`src/rtl/hazard_ctrl_seq_if.sv`:
```
// hazard_ctrl_seq_if: pipeline-to-hazard-controller signal bundle.
// master drives the pipeline-side inputs and observes the controls; slave is the controller.
// Execute/Memory/Writeback inputs: rs_E, rt_E, rd_E, mem_read_E, branch_taken_E, rd_M, reg_write_M, rd_W, reg_write_W.
// Decode inputs: rs_D, rt_D, use_rs_D, use_rt_D, is_2byte_D, is_ret_D.
// Other inputs: ret_pc_load, cnt_clr.
// Controller outputs: forward_a_E, forward_b_E, stall_F, stall_D, flush_D, flush_E, state_o, stall_cnt.
interface hazard_ctrl_seq_if #(
    parameter int REG_AW = 2,
    parameter int CNT_W  = 16
);
    logic [REG_AW-1:0] rs_E, rt_E, rd_M, rd_W, rs_D, rt_D, rd_E;
    logic              reg_write_M, reg_write_W, use_rs_D, use_rt_D, is_2byte_D;
    logic              mem_read_E, branch_taken_E, is_ret_D, ret_pc_load, cnt_clr;
    logic [1:0]        forward_a_E, forward_b_E, state_o;
    logic              stall_F, stall_D, flush_D, flush_E;
    logic [CNT_W-1:0]  stall_cnt;
    modport master (
        output rs_E, rt_E, rd_M, rd_W, rs_D, rt_D, rd_E, reg_write_M, reg_write_W,
               use_rs_D, use_rt_D, is_2byte_D, mem_read_E, branch_taken_E, is_ret_D,
               ret_pc_load, cnt_clr,
        input  forward_a_E, forward_b_E, state_o, stall_F, stall_D, flush_D, flush_E, stall_cnt
    );
    modport slave (
        input  rs_E, rt_E, rd_M, rd_W, rs_D, rt_D, rd_E, reg_write_M, reg_write_W,
               use_rs_D, use_rt_D, is_2byte_D, mem_read_E, branch_taken_E, is_ret_D,
               ret_pc_load, cnt_clr,
        output forward_a_E, forward_b_E, state_o, stall_F, stall_D, flush_D, flush_E, stall_cnt
    );
endinterface

```
`src/rtl/hazard_ctrl_seq.sv`:
```
// hazard_ctrl_seq: sequential hazard controller (forwarding, stall/flush FSM, stall-cycle counter).
// Ports: clk (rising edge), rst_n (async active-low), hz (hazard_ctrl_seq_if.slave bundle:
// pipeline register addresses/enables in, forward selects, stall/flush controls, state and stall count out).
module hazard_ctrl_seq #(
    parameter int REG_AW      = 2,
    parameter int LOAD_LAT    = 1,
    parameter int ZERO_REG_EN = 0,
    parameter int CNT_W       = 16
) (
    input  logic clk,
    input  logic rst_n,
    hazard_ctrl_seq_if.slave hz
);
    typedef enum logic [1:0] {RUN = 2'b00, LOAD_WAIT = 2'b01, RET_WAIT = 2'b10, FETCH2 = 2'b11} state_t;

    state_t           state_q, state_d;
    logic [2:0]       lcnt_q, lcnt_d;
    logic [CNT_W-1:0] cnt_q, cnt_d;
    logic             s_f, s_d, f_d, f_e, load_use;

    // Register match; the hard-zero register never matches anything.
    function automatic logic hit(input logic we, input logic [REG_AW-1:0] a, input logic [REG_AW-1:0] b);
        return we && (a == b) && !(ZERO_REG_EN != 0 && a == '0);
    endfunction

    // Forward selects are forced to the register file while reset is held.
    assign hz.forward_a_E = !rst_n ? 2'b00 : hit(hz.reg_write_M, hz.rd_M, hz.rs_E) ? 2'b10 :
                            hit(hz.reg_write_W, hz.rd_W, hz.rs_E) ? 2'b01 : 2'b00;
    assign hz.forward_b_E = !rst_n ? 2'b00 : hit(hz.reg_write_M, hz.rd_M, hz.rt_E) ? 2'b10 :
                            hit(hz.reg_write_W, hz.rd_W, hz.rt_E) ? 2'b01 : 2'b00;

    assign load_use = hit(hz.mem_read_E && hz.use_rs_D, hz.rd_E, hz.rs_D) ||
                      hit(hz.mem_read_E && hz.use_rt_D, hz.rd_E, hz.rt_D);

    always_comb begin
        s_f     = 1'b1;
        s_d     = 1'b1;
        f_d     = 1'b0;
        f_e     = 1'b0;
        state_d = state_q;
        lcnt_d  = lcnt_q;
        case (state_q)
            RET_WAIT: begin
                s_f = hz.ret_pc_load;
                f_d = 1'b1;
                state_d = hz.ret_pc_load ? RUN : RET_WAIT;
            end
            LOAD_WAIT: begin
                if (hz.branch_taken_E) begin
                    f_d     = 1'b1;
                    f_e     = 1'b1;
                    lcnt_d  = '0;
                    state_d = RUN;
                end else begin
                    s_f     = 1'b0;
                    s_d     = 1'b0;
                    f_e     = 1'b1;
                    lcnt_d  = lcnt_q - 3'd1;
                    state_d = (lcnt_q == 3'd1) ? RUN : LOAD_WAIT;
                end
            end
            default: begin
                // RUN and FETCH2 share the rules; FETCH2 ignores is_2byte_D so it cannot re-stall.
                state_d = RUN;
                if (hz.is_ret_D) begin
                    s_f     = 1'b0;
                    f_d     = 1'b1;
                    state_d = RET_WAIT;
                end else if (hz.branch_taken_E) begin
                    f_d = 1'b1;
                    f_e = 1'b1;
                end else if (hz.is_2byte_D && state_q == RUN) begin
                    s_d     = 1'b0;
                    f_e     = 1'b1;
                    state_d = FETCH2;
                end else if (load_use) begin
                    s_f = 1'b0;
                    s_d = 1'b0;
                    f_e = 1'b1;
                    if (LOAD_LAT > 1) begin
                        lcnt_d  = 3'(LOAD_LAT - 1);
                        state_d = LOAD_WAIT;
                    end
                end
            end
        endcase
        cnt_d = hz.cnt_clr ? '0 : ((!s_f || !s_d) && cnt_q != '1) ? cnt_q + 1'b1 : cnt_q;
    end

    always_ff @(posedge clk or negedge rst_n) begin
        if (!rst_n) begin
            state_q <= RUN;
            lcnt_q  <= '0;
            cnt_q   <= '0;
        end else begin
            state_q <= state_d;
            lcnt_q  <= lcnt_d;
            cnt_q   <= cnt_d;
        end
    end

    // Controls fall back to their idle values immediately while reset is asserted.
    assign hz.stall_F   = s_f || !rst_n;
    assign hz.stall_D   = s_d || !rst_n;
    assign hz.flush_D   = f_d && rst_n;
    assign hz.flush_E   = f_e && rst_n;
    assign hz.state_o   = state_q;
    assign hz.stall_cnt = cnt_q;
endmodule

```
`src/flat_wrapper.sv`:
```
// flat-port wrapper written by rule: the top's interface ports become plain ports
module hazard_ctrl_seq_flat 
#(
    parameter int REG_AW      = 2,
    parameter int LOAD_LAT    = 1,
    parameter int ZERO_REG_EN = 0,
    parameter int CNT_W       = 16
)
  (clk, rst_n, hz_rs_E, hz_rt_E, hz_rd_M, hz_rd_W, hz_rs_D, hz_rt_D, hz_rd_E, hz_reg_write_M, hz_reg_write_W, hz_use_rs_D, hz_use_rt_D, hz_is_2byte_D, hz_mem_read_E, hz_branch_taken_E, hz_is_ret_D, hz_ret_pc_load, hz_cnt_clr, hz_forward_a_E, hz_forward_b_E, hz_state_o, hz_stall_F, hz_stall_D, hz_flush_D, hz_flush_E, hz_stall_cnt);
  hazard_ctrl_seq_if #(.REG_AW(REG_AW), .CNT_W(CNT_W)) hz_i ();
  input  logic clk;
  input  logic rst_n;
  input wire logic [$bits(hz_i.rs_E)-1:0] hz_rs_E;
  input wire logic [$bits(hz_i.rt_E)-1:0] hz_rt_E;
  input wire logic [$bits(hz_i.rd_M)-1:0] hz_rd_M;
  input wire logic [$bits(hz_i.rd_W)-1:0] hz_rd_W;
  input wire logic [$bits(hz_i.rs_D)-1:0] hz_rs_D;
  input wire logic [$bits(hz_i.rt_D)-1:0] hz_rt_D;
  input wire logic [$bits(hz_i.rd_E)-1:0] hz_rd_E;
  input wire logic [$bits(hz_i.reg_write_M)-1:0] hz_reg_write_M;
  input wire logic [$bits(hz_i.reg_write_W)-1:0] hz_reg_write_W;
  input wire logic [$bits(hz_i.use_rs_D)-1:0] hz_use_rs_D;
  input wire logic [$bits(hz_i.use_rt_D)-1:0] hz_use_rt_D;
  input wire logic [$bits(hz_i.is_2byte_D)-1:0] hz_is_2byte_D;
  input wire logic [$bits(hz_i.mem_read_E)-1:0] hz_mem_read_E;
  input wire logic [$bits(hz_i.branch_taken_E)-1:0] hz_branch_taken_E;
  input wire logic [$bits(hz_i.is_ret_D)-1:0] hz_is_ret_D;
  input wire logic [$bits(hz_i.ret_pc_load)-1:0] hz_ret_pc_load;
  input wire logic [$bits(hz_i.cnt_clr)-1:0] hz_cnt_clr;
  output wire logic [$bits(hz_i.forward_a_E)-1:0] hz_forward_a_E;
  output wire logic [$bits(hz_i.forward_b_E)-1:0] hz_forward_b_E;
  output wire logic [$bits(hz_i.state_o)-1:0] hz_state_o;
  output wire logic [$bits(hz_i.stall_F)-1:0] hz_stall_F;
  output wire logic [$bits(hz_i.stall_D)-1:0] hz_stall_D;
  output wire logic [$bits(hz_i.flush_D)-1:0] hz_flush_D;
  output wire logic [$bits(hz_i.flush_E)-1:0] hz_flush_E;
  output wire logic [$bits(hz_i.stall_cnt)-1:0] hz_stall_cnt;
  assign hz_i.rs_E = hz_rs_E;
  assign hz_i.rt_E = hz_rt_E;
  assign hz_i.rd_M = hz_rd_M;
  assign hz_i.rd_W = hz_rd_W;
  assign hz_i.rs_D = hz_rs_D;
  assign hz_i.rt_D = hz_rt_D;
  assign hz_i.rd_E = hz_rd_E;
  assign hz_i.reg_write_M = hz_reg_write_M;
  assign hz_i.reg_write_W = hz_reg_write_W;
  assign hz_i.use_rs_D = hz_use_rs_D;
  assign hz_i.use_rt_D = hz_use_rt_D;
  assign hz_i.is_2byte_D = hz_is_2byte_D;
  assign hz_i.mem_read_E = hz_mem_read_E;
  assign hz_i.branch_taken_E = hz_branch_taken_E;
  assign hz_i.is_ret_D = hz_is_ret_D;
  assign hz_i.ret_pc_load = hz_ret_pc_load;
  assign hz_i.cnt_clr = hz_cnt_clr;
  assign hz_forward_a_E = hz_i.forward_a_E;
  assign hz_forward_b_E = hz_i.forward_b_E;
  assign hz_state_o = hz_i.state_o;
  assign hz_stall_F = hz_i.stall_F;
  assign hz_stall_D = hz_i.stall_D;
  assign hz_flush_D = hz_i.flush_D;
  assign hz_flush_E = hz_i.flush_E;
  assign hz_stall_cnt = hz_i.stall_cnt;
  hazard_ctrl_seq #(.REG_AW(REG_AW), .LOAD_LAT(LOAD_LAT), .ZERO_REG_EN(ZERO_REG_EN), .CNT_W(CNT_W)) u_core (.clk(clk), .rst_n(rst_n), .hz(hz_i));
endmodule
```
`config.mk`:
```
export PLATFORM = sky130hd
export DESIGN_NAME = hazard_ctrl_seq_flat
export DESIGN_NICKNAME = d
export VERILOG_FILES = /design/src/rtl/hazard_ctrl_seq_if.sv /design/src/rtl/hazard_ctrl_seq.sv /design/src/flat_wrapper.sv
export SDC_FILE = /design/constraint.sdc
export NUM_CORES = 1
export LEC_CHECK = 0
export ABC_AREA = 1
export CAP_MARGIN = 5
export CORE_ASPECT_RATIO = 0.8
export CORE_UTILIZATION = 51
export CTS_BUF_LIST = sky130_fd_sc_hd__clkbuf_8 sky130_fd_sc_hd__clkbuf_16
export DETAILED_ROUTE_END_ITERATION = 12
export PLACE_DENSITY = 0.86
export SLEW_MARGIN = 20
export SYNTH_ARGS = -nofsm -noshare
export SYNTH_HDL_FRONTEND = slang
export SYNTH_SLANG_ARGS = --single-unit
```
`constraint.sdc`:
```
create_clock -name clk -period 3.7 [get_ports clk]
set_clock_uncertainty 0.1 [all_clocks]
set_input_delay 0.555 -clock clk [delete_from_list [all_inputs] [get_ports clk]]
set_output_delay 0.555 -clock clk [all_outputs]
set_load 0.005 [all_outputs]
```
==> results.sh, run 1 <==
export IMPL_outcome="completed"
export IMPL_post_cts_setup_buffers=0
export IMPL_p_per_area_nw_per_um2=363
export IMPL_num_antenna_cells=0
export IMPL_cts_hold_buf=0
export IMPL_fin_crit_ps=2930
export IMPL_drt_iter0_drc=199
export IMPL_routed_top_layer="met4"
export IMPL_tns_ps=0
export IMPL_cap_violations=0
export IMPL_dp_cells=347
export IMPL_ys_seq_area_share_pct=30.4
export IMPL_fp_dieArea_um2=3630
export IMPL_drc_errors=0
export IMPL_fin_nets=344
export IMPL_regToRegSetupSlack_ps=1460
export IMPL_post_drt_wl_per_cell_um=12.5
export IMPL_m1WireLength_mm=2.03
export IMPL_grt_pass1_wl_mm=7.18
export IMPL_setup_violations=0
export IMPL_detail_route_wirelength_mm=4.40
export IMPL_path_class="input port to output pin"
export IMPL_ir_drop_mv=0.267
export IMPL_crit_required_ps=3040
export IMPL_critPathBufInv=3
export IMPL_vias=1868
export IMPL_yosysWarnings=0
export IMPL_dr_wl_met3_um=310
export IMPL_synth_area_um2=1730
export IMPL_worst_pin_slew_ps=919
export IMPL_grtUsageTotal_pct=26.4
export IMPL_dr_pass1_iters=5
export IMPL_syn_area_per_cell_um2=6.63
export IMPL_ios=52
export IMPL_port_buffers=51
export IMPL_die_y_um=54.1
export IMPL_grt_pass1_vias=1587
export IMPL_start_util_pct=54.9
export IMPL_syn_nets=293
export IMPL_cts_resized=0
export IMPL_final_antenna_net_count=0
export IMPL_numCtsBuffers=3
export IMPL_viasPerCell=5.32
export IMPL_die_w_um=67.1
export IMPL_synth_cell_type_count=30
export IMPL_grt_max_degree=33
export IMPL_final_period_utilization_pct=79.1
export IMPL_critical_path_slowest_cell="clkdlybuf4s50_1"
export IMPL_hold_viol_final=0
export IMPL_grt_ovfl_total=0
export IMPL_core_area_um2=3150
export IMPL_clk_pin_slew_ps=80
export IMPL_hold_path_class="flop to flop"
export IMPL_holdWs_ps=428
export IMPL_antenna_found_initial=0
export IMPL_rows=18
export IMPL_fmax_mhz=342
export IMPL_critPathLaunchType="input port"
export IMPL_clock_latency_ps=260
export IMPL_leakagePower_nw=1.17
export IMPL_endpoint_kind="output pin"
export IMPL_maxSlewViolCount=0
export IMPL_cts_num_sinks=21
export IMPL_htreeDepth=1
export IMPL_critPathMostFrequentCell="nand2_1"
export IMPL_synth_seq_cells=21
export IMPL_fin_util_pct=73.3
export IMPL_gp_congestion=0.875
export IMPL_root_buffer="clkbuf_8"
export IMPL_worst_ep_arrival_time_ps=2270
export IMPL_dp_hpwl_mm=3.34
export IMPL_wl_met2_mm=2.01
export IMPL_final_cells=351
export IMPL_cpPeakStageDelay_ps=530
export IMPL_rsz0062_at_grt="no"
export IMPL_crit_family="buffers and inverters"
export IMPL_postSynthCellCount=261
export IMPL_critPathMaxFanout=3
export IMPL_max_slew_margin_pct=38.6
export IMPL_final_layout_size_suffix_gt1_share_pct=5.14
export IMPL_cts_buffer_depth=2
export IMPL_nFillCells=259
export IMPL_path_cells="clkdlybuf4s50_1, inv_1, nand2_1, nand2_1, nor2_1, nand2_1, nand3_1, o21ai_0, a21oi_1, clkdlybuf4s50_1"
export IMPL_cts_tree="built"
export IMPL_area_growth_pct=33.6
## where the power goes
group / internal, mW / switching (mW) / total [mW]
logic: 0.165 / 0.236 / 0.402
registers: 0.262 / 0.0243 / 0.287
clock network: 0.0741 / 0.0780 / 0.152
## final timing paths
kind,startpoint,endpoint,cells after the start
max,hz_rd_E[0],hz_flush_E,10
max reg2reg,u_core.hz.state_o[1],u_core.hz.stall_cnt[7],10
min in group asynchronous,rst_n,u_core.hz.stall_cnt[14],2
min,u_core.lcnt_q[2],u_core.lcnt_q[2],2
min reg2reg,u_core.lcnt_q[2],u_core.lcnt_q[2],2
max in group asynchronous,rst_n,u_core.hz.stall_cnt[0],2
## registers in the layout (all words and copies together) (netlist names)
name and flops:
u_core.hz.stall_cnt 16, u_core.lcnt_q 3, u_core.hz.state_o 2
## placed cells by master (no fill, tap or decap), types with 2 or more instances in the layout
master and n:
nand4_1 17, nor4_1 3, a21oi_1 5, nor2_1 27, buf_4 2, nor3_1 5
clkbuf_8 3, inv_2 2, dfrtp_1 21, nand2_2 2, o21ai_0 9, ha_1 6
nand2_1 66, clkdlybuf4s50_1 51, o22ai_1 3, xor2_1 7, nand3_1 24, inv_1 45
nor2_4 2, o21bai_1 2
## per-layer routing
metal | track usage (%) | vias to the layer above
met5 | 0 | -
met4 | 7.45 | 0
met3 | 5.72 | 6
met2 | 41.0 | 70
met1 | 36.9 | 848
li1 | - | 944
## logic make-up after synthesis
logic type	count (synthesis)	synth area share [%]
adder cells (fa/ha/maj)	6	4.34
XOR/XNOR	8	4.05
AO/OA/AOI/OAI	22	7.38
AND/OR/NAND/NOR	151	41.6
buffers and inverters	53	12.2
flip-flops	21	30.4
## through the flow
step | worst slack [ps] | instance area (µm²) | power (mW)
2_1_floorplan | 1660 | 1730 | 0.541
3_3_place_gp | 826 | 2270 | 0.679
3_5_place_dp | 777 | 2270 | 0.691
4_1_cts | 774 | 2310 | 0.840
5_1_grt | 664 | 2310 | 0.905
6_report | 774 | 2310 | 0.840
## Yosys cell counts, drive strengths merged
master  number  area share, %
nor2        29            7.2
o221ai       1           0.51
nand3       25            8.0
nand4       18            7.4
o31ai        1           0.43
nand2       69             16
buf          6            2.0
nor3         6            2.0
xnor2        1           0.51
nor4         3            1.1
o21ai        9            2.6
or2          1           0.36
o21bai       2           0.87
xor2         7            3.5
o211ai       1           0.43
clkbuf       1           0.22
ha           6            4.3
dfrtp       21             30
o22ai        3            1.1
inv         46             10
a21oi        5            1.4
## final cells by class
type,instances,area [µm²],share of cell area (%)
clock buffers,3,41.3,1.79
clock inverters,1,3.75,0.162
flip-flops and latches,21,526,22.7
well taps,40,50.0,2.16
repair buffers,53,526,22.7
multi-input cells,187,993,43.0
inverters,46,173,7.47
## worst min-delay path: stages, from the launching register on
cell and delay, ps:
dfrtp_1 320, inv_1 60, a21oi_1 110
No activity file was read; power rests on OpenSTA's default activity.
==> inputs of run 2 (changes only) <==
Settings changed: CORE_UTILIZATION 51 to 43, PLACE_DENSITY 0.86 to 0.77.
Clock period 3.7 ns to 2.4 ns, I/O delays scaled along.
==> run 2 against run 1 <==
  * Setup slack got worse by 640 ps
  * Combinational power is 89% higher
  * Clock-buffer cell count is the same
  * Cell count rose by 8.0%
  * Via count down 1.1%
  * Register-to-register slack got worse by 1000 ps
  * Sequential cell count unchanged
  * Critical endpoint is now hz_forward_a_E[0]
  * Largest cell class unchanged
==> results.sh, run 2 (synthesis results as in run 1) <==
export IMPL_endpoint_kind="output pin"
export IMPL_post_drt_wl_per_cell_um=11.7
export IMPL_clock_latency_ps=260
export IMPL_hold_path_class="input port to async pin"
export IMPL_layout_commonest_cell="nand2_1"
export IMPL_grt_max_degree=33
export IMPL_regToRegSetupSlack_ps=420
export IMPL_path_class="input port to output pin"
export IMPL_max_slew_margin_pct=76.7
export IMPL_p_per_area_nw_per_um2=572
export IMPL_total_power_mw=1.43
export IMPL_outcome="completed"
export IMPL_fin_nets=357
export IMPL_dr_pass1_iters=4
export IMPL_num_antenna_cells=0
export IMPL_cts_tree="built"
export IMPL_root_buffer="clkbuf_8"
export IMPL_mostFrequentLayoutCells="nand2_1, inv_1, clkdlybuf4s50_1"
export IMPL_largest_register_ffs=16
export IMPL_ff2ff_path_depth=13
export IMPL_critPathLaunchType="input port"
export IMPL_final_period_utilization_pct=94.2
export IMPL_antenna_found_initial=0
export IMPL_gp_congestion=0.882
export IMPL_fmax_mhz=442
export IMPL_drt_iter0_drc=129
export IMPL_critical_path_slowest_cell="clkdlybuf4s50_1"
export IMPL_nFillCells=353
export IMPL_die_w_um=72.9
export IMPL_critPathMaxFanout=3
export IMPL_final_antenna_net_count=0
export IMPL_critPathCapture="hz_forward_a_E[0]"
export IMPL_grt_pass1_vias=1638
export IMPL_ir_drop_mv=0.465
export IMPL_htreeDepth=1
export IMPL_port_buffers=51
export IMPL_dp_hpwl_mm=3.24
export IMPL_hold_viol_final=0
export IMPL_crit_path_start="hz_rd_M[0]"
export IMPL_postPlaceCellArea_um2=2370
export IMPL_fp_dieArea_um2=4280
export IMPL_drc_errors=0
export IMPL_worst_pin_slew_ps=346
export IMPL_stdcell_area_um2=2500
export IMPL_die_y_um=58.7
export IMPL_cap_violations=0
export IMPL_critPathMostFrequentCell="clkdlybuf4s50_1"
export IMPL_cts_num_sinks=21
export IMPL_rsz0062_at_grt="no"
export IMPL_fin_util_pct=65.2
export IMPL_r2r_end="u_core.hz.stall_cnt[1]"
export IMPL_crit_required_ps=1940
export IMPL_cts_buffer_depth=2
export IMPL_vias=1848
export IMPL_area_growth_pct=44.3
export IMPL_r2r_start="u_core.hz.state_o[0]"
export IMPL_fin_crit_ps=2260
export IMPL_setup_violations=0
export IMPL_cpPeakStageDelay_ps=500
export IMPL_numCtsBuffers=3
export IMPL_clk_pin_slew_ps=70
export IMPL_rows=20
export IMPL_core_area_um2=3830
export IMPL_worst_ep_arrival_time_ps=1800
export IMPL_final_layout_size_suffix_gt1_share_pct=12.7
export IMPL_path_cells="clkdlybuf4s50_1, nor2_1, nor4_2, nor3_1, clkdlybuf4s50_1"
export IMPL_grt_ovfl_total=0
export IMPL_maxSlewViolCount=0
export IMPL_grtUsageTotal_pct=23.2
export IMPL_viasPerCell=4.88
export IMPL_detail_route_wirelength_mm=4.43
export IMPL_ios=52
export IMPL_leakagePower_nw=1.33
export IMPL_start_util_pct=45.2
export IMPL_grt_pass1_wl_mm=7.67
run 2: cell count changes in the layout (fill, tap and decap cells not counted), sizes merged:
cell,change
buf,+13
clkbuf,+1
clkdlybuf4s50,-11
dlygate4sd2,+2
dlymetal6s2s,+8
run 2: what timing repair did:
action,in CTS,in global routing
gates cloned,0,0
pin swaps,1,6
buffers inserted,1,1
endpoints found under the setup margin,8,7
hold buffers,0,0
gates resized for setup,7,17
run 2: report_power, final:
group          internal (mW)  switching, mW  total [mW]
clock                  0.114          0.115       0.229
combinational          0.352          0.406       0.759
sequential             0.404         0.0356       0.440
run 2: through the flow:
stage	setup slack (ps)	hold WS, ps	cells	TNS, ps
final	138	186	379	0
after global placement	-76.5	415	373	-194
after global routing	5.39	208	379	0
after detailed placement	-117	416	373	-276
after CTS	0.560	183	378	0
after floorplan	553	-35.6	261	0
run 2: worst min path at each step:
| stage | to | slack [ps] | cells past startpoint |
|---|---|---|---|
| 2_1_floorplan | u_core.hz.stall_cnt[0] | -40 | 0 |
| 6_report | u_core.hz.stall_cnt[0] | 190 | 2 |
| 4_1_cts | u_core.hz.stall_cnt[0] | 180 | 2 |
| 5_1_grt | u_core.hz.stall_cnt[0] | 210 | 2 |
| 3_5_place_dp | u_core.hz.stall_cnt[14] | 420 | 2 |
| 3_3_place_gp | u_core.lcnt_q[2] | 410 | 2 |
run 2: critical path: cells and delay by family:
kind	cells	cell delay [ps]
buffers and inverters	2	950
and+or+nand+nor	3	490
run 2: layout make-up:
cell class / count / area [µm²] / area share (%)
multi-input combinational: 187 / 1050 / 42.0
clock buffer: 3 / 41.3 / 1.65
clock inverter: 1 / 3.75 / 0.150
inverter: 46 / 173 / 6.92
timing repair buffer: 66 / 636 / 25.5
tap: 55 / 68.8 / 2.76
sequential: 21 / 526 / 21.1
run 2: per-layer routing:
metal / vias up / global-route usage (%) / share of wire, %
li1: 961 / - / -
met2: 43 / 35.4 / 44
met3: 6 / 4.45 / 3.9
met5: - / 0 / 0
met1: 838 / 34.2 / 51
met4: 0 / 4.48 / 0.99
==> inputs of run 3 (changes only) <==
Settings changed: TNS_END_PERCENT set to 1.
==> run 3 against run 2 <==
  * The run now ends with negative setup slack left
  * Design area shrank 1.9%
  * Sequential share of layout area grew 0.41 points
  * Global-route usage shrank 0.15 points
  * First-iteration DRC count shrank 7.0%
  * Via count is essentially flat
  * Setup slack lost 150 ps
  * Wire length shrank 1.4%
  * Utilization shrank 1.2 points
  * Critical path depth grew 2
  * Non-clock buffer count shrank 2
  * Power shrank 1.9%
  * Critical endpoint is now hz_forward_a_E[1]
  * Largest power group unchanged
==> results.sh, run 3 (synthesis results as in run 1) <==
export IMPL_path_class="input port to output pin"
export IMPL_ios=52
export IMPL_fin_crit_ps=2410
export IMPL_viasPerCell=4.90
export IMPL_dp_slack_ps=-117
export IMPL_crit_required_ps=1940
export IMPL_dr_pass1_iters=4
export IMPL_leakagePower_nw=1.26
export IMPL_final_period_utilization_pct=100
export IMPL_worst_pin_slew_ps=310
export IMPL_clk_pin_slew_ps=70
export IMPL_area_growth_pct=41.5
export IMPL_setup_violations=1
export IMPL_drt_iter0_drc=120
export IMPL_dr_wl_met3_um=169
export IMPL_grt_pass1_vias=1627
export IMPL_mostFrequentLayoutCells="nand2_1, clkdlybuf4s50_1, inv_1"
export IMPL_m1WireLength_mm=2.25
export IMPL_dp_hpwl_mm=3.24
export IMPL_vias=1847
export IMPL_worst_ep_arrival_time_ps=1950
export IMPL_holdWs_ps=186
export IMPL_fp_dieArea_um2=4280
export IMPL_drc_errors=0
export IMPL_clock_latency_ps=260
export IMPL_root_buffer="clkbuf_8"
export IMPL_numCtsBuffers=3
export IMPL_htreeDepth=1
export IMPL_gp_congestion=0.882
export IMPL_postPlaceCellArea_um2=2370
export IMPL_grt_pass1_wl_mm=7.62
export IMPL_grt_ovfl_total=0
export IMPL_failed_checks="negative setup slack"
export IMPL_routed_top_layer="met4"
export IMPL_p_per_area_nw_per_um2=572
export IMPL_layout_commonest_cell="nand2_1"
export IMPL_final_layout_size_suffix_gt1_share_pct=10.2
export IMPL_cts_hold_buf=0
export IMPL_wl_met2_mm=1.92
export IMPL_cts_num_sinks=21
export IMPL_die_w_um=72.9
export IMPL_critPathMaxFanout=3
export IMPL_stdcell_area_um2=2450
export IMPL_r2r_start="u_core.hz.stall_cnt[4]"
export IMPL_ir_drop_mv=0.464
export IMPL_fin_nets=355
export IMPL_tns_ps=-11.0
export IMPL_grtUsageTotal_pct=23.0
export IMPL_cts_tree="built"
export IMPL_maxSlewViolCount=0
export IMPL_rows=20
export IMPL_ff2ff_path_depth=8
export IMPL_fmax_mhz=415
export IMPL_r2r_end="u_core.hz.stall_cnt[1]"
export IMPL_grt_max_degree=33
export IMPL_antenna_found_initial=0
export IMPL_port_buffers=51
export IMPL_largest_register_ffs=16
export IMPL_outcome="finished, violations left"
export IMPL_worst_slack_ps=-11.0
export IMPL_cap_violations=0
export IMPL_core_area_um2=3830
export IMPL_rsz0062_at_grt="yes"
export IMPL_num_antenna_cells=0
export IMPL_detail_route_wirelength_mm=4.37
export IMPL_final_antenna_net_count=0
export IMPL_endpoint_kind="output pin"
export IMPL_die_y_um=58.7
export IMPL_hold_viol_final=0
export IMPL_start_util_pct=45.2
export IMPL_hold_path_class="input port to async pin"
export IMPL_post_drt_wl_per_cell_um=11.6
export IMPL_cts_buffer_depth=2
export IMPL_critPathLaunchType="input port"
export IMPL_regToRegSetupSlack_ps=480
export IMPL_max_slew_margin_pct=79.2
-- run 3: changes by cell type in the layout (fill, tap and decap cells not counted), sizes merged --
cell	previous run	this run
clkdlybuf4s50	40	45
dlymetal6s2s	8	3
buf	15	13
clkbuf	4	3
dlygate4sd2	2	3
-- run 3: worst max-delay path, cell delays in order --
cell and delay, ps:
clkdlybuf4s50_1 460, inv_1 90, nor2_1 60, nor4_2 320, inv_1 70, nor2_1 90
clkdlybuf4s50_1 510
-- run 3: metal layers --
layer,GRT usage [%],vias up
met1,34.3,835
li1,-,964
met2,34.7,44
met5,0,-
met4,4.48,0
met3,4.45,4
-- run 3: metrics by stage --
step / util [%] / cells / power (mW)
after global placement: 61.9 / 373 / 1.14
after global routing: 64.0 / 377 / 1.51
after detailed placement: 61.9 / 373 / 1.15
after floorplan: - / 261 / 0.834
after CTS: 63.7 / 377 / 1.41
final: 64.0 / 377 / 1.40
-- run 3: power breakdown --
part           total, mW  switching, mW  internal [mW]  leakage [nW]
sequential         0.440         0.0352          0.404         0.286
combinational      0.734          0.398          0.337         0.945
clock              0.227          0.113          0.114        0.0269
total               1.40          0.546          0.855          1.26
-- run 3: worst max-delay path by stage --
stage	start	end	slack, ps
3_5_place_dp	hz_rd_E[0]	hz_stall_F	-120
2_1_floorplan	u_core.hz.state_o[0]	hz_stall_F	550
3_3_place_gp	hz_branch_taken_E	hz_stall_F	-80
4_1_cts	hz_rd_E[1]	hz_stall_D	-10
5_1_grt	hz_rs_E[0]	hz_forward_a_E[1]	-140
6_report	hz_rs_E[0]	hz_forward_a_E[1]	-10
-- run 3: cell type report --
type                       count  area (µm²)
fill                         359        1380
multi-input combinational    187        1020
timing repair buffer          64         612
sequential                    21         526
inverter                      46         173
tap                           55        68.8
clock buffer                   3        41.3
clock inverter                 1        3.75
-- run 3: repair_timing --
action | CTS | global route
setup endpoints to repair | 8 | 7
resized for setup | 7 | 5
pin swaps | 0 | 1
buffers inserted | 0 | 0
gates cloned | 0 | 0
